--- config.mk ---
export PLATFORM = sky130hd
export DESIGN_NAME = cpu_control_unit
export DESIGN_NICKNAME = d
export VERILOG_FILES = /design/src/rtl/cpu_control_unit_pkg.sv /design/src/rtl/cpu_control_unit_decoder.sv /design/src/rtl/cpu_control_unit.sv
export SDC_FILE = /design/constraint.sdc
export NUM_CORES = 1
export LEC_CHECK = 0
export CAP_MARGIN = 20
export CORE_ASPECT_RATIO = 0.6
export CORE_MARGIN = 5
export CORE_UTILIZATION = 44
export CTS_CLUSTER_DIAMETER = 100
export DETAILED_ROUTE_END_ITERATION = 8
export GPL_ROUTABILITY_DRIVEN = 0
export PLACE_DENSITY = 0.92
export SYNTH_ARGS = -nofsm -noshare
export SYNTH_HDL_FRONTEND = slang
export SYNTH_HIERARCHICAL = 1
export SYNTH_SLANG_ARGS = --single-unit
--- constraint.sdc ---
create_clock -name clk -period 1.9 [get_ports clk]
set_clock_uncertainty 0.1 [all_clocks]
set_input_delay 0.285 -clock clk [delete_from_list [all_inputs] [get_ports clk]]
set_output_delay 0.285 -clock clk [all_outputs]
set_load 0.01 [all_outputs]
--- src/rtl/cpu_control_unit_pkg.sv ---
// rtl/cpu_control_unit_pkg.sv - shared encodings for the softcore control unit
package cpu_control_unit_pkg;

  localparam int ALU_MODE_COUNT = 8;
  localparam int ALU_FLAG_COUNT = 2;

  // One-hot bit positions inside alu_mode
  localparam int ALU_MODE_ADD      = 0;
  localparam int ALU_MODE_SH       = 1;
  localparam int ALU_MODE_NOT      = 2;
  localparam int ALU_MODE_AND      = 3;
  localparam int ALU_MODE_OR       = 4;
  localparam int ALU_MODE_XOR      = 5;
  localparam int ALU_MODE_BYPASS_A = 6;
  localparam int ALU_MODE_BYPASS_B = 7;

  // Bit positions inside alu_flags / flags_q
  localparam int ALU_FLAG_EQ = 0;
  localparam int ALU_FLAG_GT = 1;

  localparam logic [3:0] ISA_OP_NOP  = 4'd0;
  localparam logic [3:0] ISA_OP_ADD  = 4'd1;
  localparam logic [3:0] ISA_OP_ADDI = 4'd2;
  localparam logic [3:0] ISA_OP_SH   = 4'd3;
  localparam logic [3:0] ISA_OP_SHI  = 4'd4;
  localparam logic [3:0] ISA_OP_NOT  = 4'd5;
  localparam logic [3:0] ISA_OP_AND  = 4'd6;
  localparam logic [3:0] ISA_OP_OR   = 4'd7;
  localparam logic [3:0] ISA_OP_XOR  = 4'd8;
  localparam logic [3:0] ISA_OP_MVA  = 4'd9;
  localparam logic [3:0] ISA_OP_MVR  = 4'd10;
  localparam logic [3:0] ISA_OP_BEQ  = 4'd11;
  localparam logic [3:0] ISA_OP_BGT  = 4'd12;
  localparam logic [3:0] ISA_OP_JMP  = 4'd13;
  localparam logic [3:0] ISA_OP_RSVD = 4'd14;
  localparam logic [3:0] ISA_OP_HALT = 4'd15;

  localparam logic [2:0] CU_ST_FETCH0 = 3'd0;
  localparam logic [2:0] CU_ST_FETCH1 = 3'd1;
  localparam logic [2:0] CU_ST_EXEC   = 3'd2;
  localparam logic [2:0] CU_ST_PC_UPD = 3'd3;
  localparam logic [2:0] CU_ST_HALTED = 3'd4;

  localparam logic [1:0] ALU_B_SEL_REG = 2'd0;
  localparam logic [1:0] ALU_B_SEL_IMM = 2'd1;
  localparam logic [1:0] ALU_B_SEL_TWO = 2'd2;
  localparam logic [1:0] ALU_B_SEL_OFF = 2'd3;

  // EXEC-cycle controls produced by the decoder
  typedef struct packed {
    logic [ALU_MODE_COUNT-1:0] alu_mode;
    logic [1:0]                b_sel;
    logic                      acc_we;
    logic                      rf_we;
    logic                      is_branch;
    logic                      is_halt;
  } cu_ctrl_t;

  function automatic logic [ALU_MODE_COUNT-1:0] mode_onehot(input int idx);
    return ALU_MODE_COUNT'(1) << idx;
  endfunction

endpackage

--- src/rtl/cpu_control_unit_decoder.sv ---
// rtl/cpu_control_unit_decoder.sv - combinational opcode decoder
module cu_decoder
  import cpu_control_unit_pkg::*;
(
  input  logic [3:0] op,
  output cu_ctrl_t   ctrl
);

  // Map opcode to ALU mode, operand-B select and write/branch/halt flags
  always_comb begin
    ctrl = '0;
    case (op)
      ISA_OP_ADD:  begin ctrl.alu_mode = mode_onehot(ALU_MODE_ADD); ctrl.acc_we = 1'b1; end
      ISA_OP_ADDI: begin
        ctrl.alu_mode = mode_onehot(ALU_MODE_ADD);
        ctrl.b_sel    = ALU_B_SEL_IMM;
        ctrl.acc_we   = 1'b1;
      end
      ISA_OP_SH:   begin ctrl.alu_mode = mode_onehot(ALU_MODE_SH); ctrl.acc_we = 1'b1; end
      ISA_OP_SHI:  begin
        ctrl.alu_mode = mode_onehot(ALU_MODE_SH);
        ctrl.b_sel    = ALU_B_SEL_IMM;
        ctrl.acc_we   = 1'b1;
      end
      ISA_OP_NOT:  begin ctrl.alu_mode = mode_onehot(ALU_MODE_NOT); ctrl.acc_we = 1'b1; end
      ISA_OP_AND:  begin ctrl.alu_mode = mode_onehot(ALU_MODE_AND); ctrl.acc_we = 1'b1; end
      ISA_OP_OR:   begin ctrl.alu_mode = mode_onehot(ALU_MODE_OR);  ctrl.acc_we = 1'b1; end
      ISA_OP_XOR:  begin ctrl.alu_mode = mode_onehot(ALU_MODE_XOR); ctrl.acc_we = 1'b1; end
      ISA_OP_MVA:  begin ctrl.alu_mode = mode_onehot(ALU_MODE_BYPASS_B); ctrl.acc_we = 1'b1; end
      ISA_OP_MVR:  begin ctrl.alu_mode = mode_onehot(ALU_MODE_BYPASS_A); ctrl.rf_we = 1'b1; end
      ISA_OP_BEQ:  ctrl.is_branch = 1'b1;
      ISA_OP_BGT:  ctrl.is_branch = 1'b1;
      ISA_OP_HALT: ctrl.is_halt = 1'b1;
      default:     ctrl = '0;
    endcase
  end

endmodule

--- src/rtl/cpu_control_unit.sv ---
// rtl/cpu_control_unit.sv - fetch/decode/sequence controller of the 8-bit softcore
module cpu_control_unit
  import cpu_control_unit_pkg::*;
#(
  parameter int                   BIT_COUNT = 8,
  parameter logic [BIT_COUNT-1:0] RESET_PC  = '0
) (
  input  logic                      clk,
  input  logic                      rst_n,
  output logic                      imem_req,
  output logic [BIT_COUNT-1:0]      imem_addr,
  input  logic [7:0]                imem_rdata,
  input  logic                      imem_valid,
  output logic                      alu_a_sel,
  output logic [1:0]                alu_b_sel,
  output logic [BIT_COUNT-1:0]      alu_imm,
  output logic [ALU_MODE_COUNT-1:0] alu_mode,
  input  logic [BIT_COUNT-1:0]      alu_c,
  input  logic [ALU_FLAG_COUNT-1:0] alu_flags,
  output logic [2:0]                rf_raddr,
  output logic [2:0]                rf_waddr,
  output logic                      rf_we,
  output logic                      acc_we,
  output logic [BIT_COUNT-1:0]      pc,
  output logic [ALU_FLAG_COUNT-1:0] flags_q,
  output logic                      halted
);

  logic [2:0]  state;
  logic [15:0] insn;
  logic        take_q;
  logic        take_next;
  cu_ctrl_t    ctrl;
  logic [3:0]  op;
  logic [2:0]  r;
  logic        unused_insn_bit;

  assign op              = insn[15:12];
  assign r               = insn[11:9];
  assign unused_insn_bit = insn[8];
  assign rf_raddr        = r;
  assign rf_waddr        = r;

  cu_decoder u_decoder (
    .op   (op),
    .ctrl (ctrl)
  );

  // Branch decision taken from the live flags during EXEC, used one cycle later in PC_UPD
  assign take_next = ((op == ISA_OP_BEQ) && alu_flags[ALU_FLAG_EQ]) ||
                     ((op == ISA_OP_BGT) && alu_flags[ALU_FLAG_GT]) ||
                      (op == ISA_OP_JMP);

  // Offset operand is sign-extended; the ALU-immediate form is zero-extended
  assign alu_imm = (alu_b_sel == ALU_B_SEL_OFF) ? BIT_COUNT'($signed(insn[7:0]))
                                                : BIT_COUNT'(insn[3:0]);

  // Per-state datapath controls; fetch request is masked while reset is held
  always_comb begin
    imem_req  = 1'b0;
    imem_addr = pc;
    alu_a_sel = 1'b0;
    alu_b_sel = ALU_B_SEL_REG;
    alu_mode  = '0;
    acc_we    = 1'b0;
    rf_we     = 1'b0;
    halted    = 1'b0;
    case (state)
      CU_ST_FETCH0: imem_req = rst_n;
      CU_ST_FETCH1: begin
        imem_req  = rst_n;
        imem_addr = pc + BIT_COUNT'(1);
      end
      CU_ST_EXEC: begin
        alu_b_sel = ctrl.b_sel;
        alu_mode  = ctrl.alu_mode;
        acc_we    = ctrl.acc_we;
        rf_we     = ctrl.rf_we && (r != 3'd7);
      end
      CU_ST_PC_UPD: begin
        alu_a_sel = 1'b1;
        alu_mode  = mode_onehot(ALU_MODE_ADD);
        alu_b_sel = take_q ? ALU_B_SEL_OFF : ALU_B_SEL_TWO;
      end
      CU_ST_HALTED: halted = 1'b1;
      default: ;
    endcase
  end

  // Sequencer: two byte fetches, one execute cycle, one PC update through the ALU adder
  always_ff @(posedge clk) begin
    if (!rst_n) begin
      state   <= CU_ST_FETCH0;
      pc      <= RESET_PC;
      insn    <= '0;
      flags_q <= '0;
      take_q  <= 1'b0;
    end else begin
      case (state)
        CU_ST_FETCH0: if (imem_valid) begin
          insn[15:8] <= imem_rdata;
          state      <= CU_ST_FETCH1;
        end
        CU_ST_FETCH1: if (imem_valid) begin
          insn[7:0] <= imem_rdata;
          state     <= CU_ST_EXEC;
        end
        CU_ST_EXEC: begin
          if (ctrl.is_branch) flags_q <= alu_flags;
          take_q <= take_next;
          state  <= ctrl.is_halt ? CU_ST_HALTED : CU_ST_PC_UPD;
        end
        CU_ST_PC_UPD: begin
          pc    <= alu_c;
          state <= CU_ST_FETCH0;
        end
        CU_ST_HALTED: state <= CU_ST_HALTED;
        default:      state <= CU_ST_FETCH0;
      endcase
    end
  end

endmodule

# Word level (Yosys, flattened, before mapping)
# Cells that the tools add are included.
# word_totals
register_bits	30
inputBits	21
output_inout_bits	47
elab_cells	65
# classes
addsub	1
eq_ne	22
muxes	20
reduce_logical	16
# op_table
operator	count
8-bit case mux with 8 select lines	1
4-bit == test, second input constant	7
4-bit by 3-bit == test with 1-bit output, second input constant	4
8-bit 2-to-1 mux	2
8-bit case mux with 2 select lines	1
3-bit case mux with 4 select lines	1
1-bit 2-to-1 mux	11
2-bit OR reduction	5
3-bit 2-to-1 mux	3
9-bit OR reduction	1
8-bit by 1-bit adder with 8-bit output, second input constant	1
4-bit by 2-bit == test with 1-bit output, second input constant	2
2-bit AND reduction	4
3-bit by 2-bit == test with 1-bit output, second input constant	2
4-bit by 1-bit == test with 1-bit output, second input constant	1
2-bit inequality test, second input constant	2
2-bit case mux with 2 select lines	1
3-bit by 1-bit == test with 1-bit output, second input constant	1
3-bit == test, second input constant	1
1-bit logical AND	3
3-bit zero test	1
3-bit inequality test, second input constant	1
2-bit == test, second input constant	1
1-bit logical OR	2

# Depth between registers and ports, before layout
# Gate-level depths: netlist (run 1).
# depth
ltp_word	6
depth_mapped	5
ltp_nobuf	5

# Modules after synthesis
# The synthesis (run 1) kept the hierarchy.
# modules_own_cells
mod	instances	cells_per_inst	area_each_um2	seq_area_each_um2
cpu_control_unit	1	175	1614.0	580.6
cu_decoder	1	26	138.9	0.0

# Worst setup path after synthesis (run 1)
# OpenSTA, ideal clock, no wires.
# synth_timing
path_type	reg2out
start	reg state[2]
end	out imem_addr[5]
arrival_time_ns	1.324
t_required_ns	1.515
setup_slack_ns	0.191
path_stages_with_launch	6
path_buffers	2
cell_sequence	dfxtp_1 buf_6 or3b_1 buf_6 nor3_4 xor2_1
# synth_between
elab_chain_cells	2
# synth_rtl
element	line	source
from (decl)	cpu_control_unit.sv:29	logic [2:0] state;
from (signal assigned)	cpu_control_unit.sv:111	state <= ctrl.is_halt ? CU_ST_HALTED : CU_ST_PC_UPD;
3-bit by 1-bit == test with 1-bit output	cpu_control_unit.sv:68	case (state)
8-bit 2-to-1 mux	cpu_control_unit.sv:68	
to (decl)	cpu_control_unit.sv:11	output logic [BIT_COUNT-1:0] imem_addr,
# Every way passes these cells.

# Worst setup path in the final report (run 1)
# layout_timing
start	reg state[2]
end	out imem_addr[6]
# The elaborated chain is that of the path after synthesis.

==> reports/metrics.cfg, run 1 <==
[logic_synthesis]
syn_inst=201
synth_top_area_share_pct=33.1
synthDistinctLibCells=31
ys_seq_area_share_pct=33.1
synth_top_area_cell=dfxtp_1
yosys-mux-area-fraction_pct=15.4
ys_async_sr_fraction_pct=0
synth_top_family_by_area=simple AND/OR/NAND/NOR gates
synth_fp_nets=223
synthFlopType=dfxtp_1
yosysMostFrequentCell=dfxtp_1
synthTopCellsByArea=dfxtp_1, mux2i_1, nor2b_1
avgSynthCellArea_um2=8.72
yosys_warnings=6
synth_xor_area_share_pct=4.00
synth_common_cells=dfxtp_1, mux2i_1, nor2b_1
synth_simple_gate_area_share_pct=34.8
synth_compound_area_share_pct=2.43
synth_fa_ha_area_share_pct=0.714
synth_edf_count=0
synth-seq-cells=29
synth_area_mm2=0.00175

[final_layout]
fill_cells=255
seqCellArea_um2=587
layout-drive-gt1-share_pct=35.0
n_antenna_cell=0
finish.utilization_pct=75.7
synthToLayoutAreaGrowth_pct=62.6
final_cells=347
multi_input_area_mm2=0.00109
nets=321

[grt]
grt_max_degree=29
gr-total-overflow=0
grt_pass1_vias=1788
grt_pass1_wl_um=9020
antenna_found_initial=0
grt_util_all_layers_pct=21.6

[sta]
drv_slew=0
rsz0062_at_grt=true
finalHoldViolations=0
max_freq_mhz=489
period_share_pct=108
setup_ws_ps=-143
period_needed_ps=2040
setup_viol=10

[detailed_routing]
firstDrtPassIters=6
wl_per_cell_um=18.1
drt_iter0_drc=162
vias=1852
via_per_inst=5.34
drc=0
drt_wl_total_um=6280
antenna_left=0

[clock_tree]
cts_tree=built
cts.sinks=29
cts_max_path_buffers=2
htree_levels=2
clock-root-buffer=clkbuf_8
numCtsBuffers=5
holdBufCountCts=0
clock_latency_ps=290
path_clk_slew_ps=70

[placed_design]
dp_worst_setup_slack_ps=-279
hpwl_um=3660
dp_cells=318
io_buffers=67

[run_status]
status=finished with violations
violations=setup timing

[worst_setup_path]
worstPathMaxFanout=4
arrival_ps=1660
path_buf_inv=4
cpMostUsedCell=buf_6
path_cells=buf_6, buf_6, nor3b_2, buf_4, nand4_1, xnor2_1, buf_2
critPathLaunchType=register
crit_family=buffers and inverters
cpMaxStageDelayCell=dfxtp_2
cp_slowest_stage_delay_ps=330
cp-end-kind=primary output
crit_required_ps=1510
worstSetupPathType=reg2out

[worst_hold_path]
hold_class=reg2reg

[flow_run]
drv_cap=0

[pwr]
ir_drop_v=0.000492
leakage_nw=1.30
power_density_mw_per_mm2=630

[die]
initial_utilization_pct=46.6
num_rows=17
core_mm2=0.00376
dieArea_mm2=0.00539
die_w_um=91.5
ios=68
die_h_um=58.9

-- registers in the layout, summed over array words and instances, names as in the netlist --
signal	flops
flags_q	2
pc	8
insn	15
state	3
take_q	1
-- cell type report --
type,count,share of cell area (%)
clock buffer,6,2.90
clock inverter,2,1.32
inverter,2,0.263
multi-input combinational,147,38.1
sequential,29,20.6
tap,47,2.06
timing repair buffer,114,34.7
-- worst register-to-register path: stages (launching register included) --
cell and delay [ps]:
dfxtp_2 330, buf_6 130, nor3b_4 220, buf_2 170, buf_6 100, buf_6 80, buf_4 90, buf_4 100
buf_4 110, nand3_1 120, o22ai_2 190
-- power breakdown --
group	internal, mW	switching, mW	leakage [nW]
clock network	0.426	0.253	0.0574
logic	0.251	0.200	1.01
registers	0.637	0.0280	0.238
-- worst paths after layout --
kind         startpoint      endpoint  slack (ps)  depth (start not counted)
max            state[2]  imem_addr[6]        -140                          7
min             insn[0]       insn[0]         410                          2
max reg2reg    state[0]        take_q          70                         10
min reg2reg     insn[0]       insn[0]         410                          2
-- logic make-up after synthesis --
group / Yosys count
AO/OA/AOI/OAI: 7
XOR/XNOR: 8
adder cells (fa/ha/maj): 1
buffers and inverters: 25
flip-flops: 29
multiplexers: 27
other: 1
AND/OR/NAND/NOR: 103
-- routing by layer --
layer	vias up	GRT usage (%)	part of all wire (%)
li1	848	-	-
met1	849	25.8	43
met2	130	34.1	44
met3	25	9.45	9.2
met4	0	9.66	3.0
met5	-	0	0
-- layout by cell type, fill, tap and decap left out, types with 3 or more instances in the layout --
cell type | netlist | routed
dfxtp_2 | 0 | 5
and3_1 | 3 | 3
nor2b_1 | 27 | 27
nor3_1 | 3 | 3
buf_2 | 4 | 18
nand2b_1 | 7 | 6
buf_6 | 2 | 17
and2_4 | 0 | 4
nor2_1 | 19 | 18
nand3b_1 | 5 | 5
nand3_1 | 3 | 3
nand2_1 | 11 | 7
dfxtp_1 | 29 | 24
clkbuf_8 | 0 | 6
mux2i_1 | 27 | 27
xor2_1 | 3 | 3
clkdlybuf4s50_1 | 0 | 40
xnor2_1 | 5 | 4
clkdlybuf4s15_1 | 0 | 3
and2_1 | 12 | 8
buf_4 | 13 | 33
nand2_2 | 0 | 3
-- through the flow --
| step | total power, mW | setup TNS, ps | hold slack, ps | cell area [um2] |
|---|---|---|---|---|
| global route | 1.85 | -1240 | 458 | 2850 |
| finish | 1.80 | -793 | 413 | 2850 |
| detailed placement | 1.03 | -1630 | 400 | 2530 |
| global placement | 1.02 | -1100 | 388 | 2530 |
| CTS | 1.74 | -417 | 406 | 2750 |
| floorplan | 0.875 | 0 | 351 | 1750 |
-- repair_timing --
item / in CTS / in global routing
cloned: 1 / 0
setup buffers: 14 / 7
setup endpoints to repair: 27 / 23
pin swaps: 6 / 11
resized for setup: 111 / 30
hold endpoints to repair: 0 / 0
Power figures use the tool's default switching activity.
==> run 2: changes to the inputs <==
--- a/config.mk
+++ b/config.mk
@@ -10,6 +10,7 @@
 export CORE_MARGIN = 5
 export CORE_UTILIZATION = 44
 export CTS_CLUSTER_DIAMETER = 100
+export CTS_CLUSTER_SIZE = 40
 export DETAILED_ROUTE_END_ITERATION = 8
 export GPL_ROUTABILITY_DRIVEN = 0
 export PLACE_DENSITY = 0.92
==> results of run 2 <==
Final layout, timing and power as in run 1 (identical DEF).
==> run 3: changes to the inputs <==
--- a/config.mk
+++ b/config.mk
@@ -8,12 +8,13 @@
 export CAP_MARGIN = 20
 export CORE_ASPECT_RATIO = 0.6
 export CORE_MARGIN = 5
-export CORE_UTILIZATION = 44
+export CORE_UTILIZATION = 65
 export CTS_CLUSTER_DIAMETER = 100
 export CTS_CLUSTER_SIZE = 40
 export DETAILED_ROUTE_END_ITERATION = 8
+export DONT_BUFFER_PORTS = 1
 export GPL_ROUTABILITY_DRIVEN = 0
-export PLACE_DENSITY = 0.92
+export PLACE_DENSITY = 0.93
 export SYNTH_ARGS = -nofsm -noshare
 export SYNTH_HDL_FRONTEND = slang
 export SYNTH_HIERARCHICAL = 1
==> constraint.sdc (replaced) <==
create_clock -name clk -period 2.5 [get_ports clk]
set_clock_uncertainty 0.1 [all_clocks]
set_input_delay 0.375 -clock clk [delete_from_list [all_inputs] [get_ports clk]]
set_output_delay 0.375 -clock clk [all_outputs]
set_load 0.01 [all_outputs]
==> reports/metrics.cfg, run 3 (synthesis gave the netlist of run 1 again) <==
[detailed_routing]
wl_per_cell_um=18.0
drt_iter0_drc=96
drc=0
antenna_left=0
drt_wl_total_um=3950
via_per_inst=5.95
vias=1310
firstDrtPassIters=4

[final_layout]
synthToLayoutAreaGrowth_pct=0.0713
n_antenna_cell=0
largest_register_ff_count=15
largestRegisters=insn (15), pc (8), state (3)
regMostFlops=insn
final_common_cell=dfxtp_1
layout-drive-gt1-share_pct=7.98
nets=210
final_cell_mix=dfxtp_1, mux2i_1, nor2b_1

[worst_setup_path]
crit_required_ps=2030
rrSetupSlack_ps=850
arrival_ps=1820
worstPathMaxFanout=14
cp-end-kind=primary output
r2r_cells=5
timing.rr.start=insn[13]
critPathLaunchType=register
r2r_end=flags_q[0]
worstSetupPathType=reg2out

[placed_design]
hpwl_um=2990
io_buffers=0

[clock_tree]
clock-root-buffer=clkbuf_8
holdBufCountCts=0
cts_tree=built
post_cts_resized=0
htree_levels=2
cts_max_path_buffers=2
clock_latency_ps=280
post_cts.repair.setup_buffers=0
cts.sinks=29
numCtsBuffers=5
path_clk_slew_ps=60

[die]
initial_utilization_pct=69.0
ios=68
dieArea_mm2=0.00387
die_h_um=50.2
core_mm2=0.00254
num_rows=14
die_w_um=77.0

[sta]
drv_slew=0
finalHoldViolations=0
rsz0062_at_grt=false
tns_ps=0
period_share_pct=91.9
max_freq_mhz=435
period_needed_ps=2300
setup_viol=0

[worst_hold_path]
hold_class=in2reg
hold_depth=1
min_to=pc[1]
hold_start=rst_n

[grt]
grt_pass1_vias=1282
grt_max_degree=30
gr-total-overflow=0
antenna_found_initial=0
grt_pass1_wl_um=6350
grt_util_all_layers_pct=20.5

[pwr]
power_density_mw_per_mm2=593
ir_drop_v=0.000468
leakage_nw=0.720
power_mw=1.04

[run_status]
status=finished, final reports clean

[flow_run]
drv_cap=0

==> run 3: changes by cell type in the layout (fill, tap and decap cells not counted), moves of 4 or more <==
cell	previous run	this run
clkdlybuf4s50_1	40	0
buf_4	33	3
buf_2	18	0
buf_6	17	0
and2_1	8	12
and2_4	4	0
dfxtp_1	24	28
dfxtp_2	5	1
nand2_1	7	11
==> run 3: critical path: stages, from the launching register on <==
cell     delay [ps]
dfxtp_1         430
or3b_1          580
nor3_4          260
xor2_1          280
==> run 3: final cells by class <==
type	count	area, um2
clock buffer	7	86.3
fill	183	786
inverter	2	7.51
multi-input combinational	147	1020
sequential	29	582
tap	32	40.0
timing repair buffer	3	22.5
==> run 3: layer usage <==
metal / wire [um] / vias up / part of all wire [%] / track usage (%)
li1: - / 627 / - / -
met1: 1690 / 597 / 43 / 24.6
met2: 1790 / 78 / 45 / 32.3
met3: 430 / 8 / 11 / 10.5
met4: 44 / 0 / 1.1 / 6.57
met5: 0 / - / 0 / 0
==> run 3: report_power, final <==
part / switching, mW / total [mW] / internal, mW
Combinational: 0.0702 / 0.136 / 0.0659
Clock: 0.162 / 0.379 / 0.218
Sequential: 0.0411 / 0.525 / 0.484
Total: 0.273 / 1.04 / 0.767
==> run 3: metrics by stage <==
step	setup slack, ps	hold WS [ps]	std cells	instance area [um2]	utilization (%)
after floorplan	701	360	201	1750	-
after global placement	446	372	213	1670	65.6
after detailed placement	385	381	213	1670	65.6
after CTS	82.9	127	220	1750	69.0
after global routing	112	127	220	1750	69.1
final	201	131	220	1750	69.1
==> run 3: worst max path at each step <==
stage              from  depth (start not counted)            to
2_1_floorplan  state[2]                          5  imem_addr[5]
3_3_place_gp   state[0]                          3  imem_addr[7]
3_5_place_dp   state[0]                          3  imem_addr[5]
4_1_cts        state[0]                          3  imem_addr[5]
5_1_grt        state[1]                          3  imem_addr[7]
6_report       state[1]                          3  imem_addr[7]
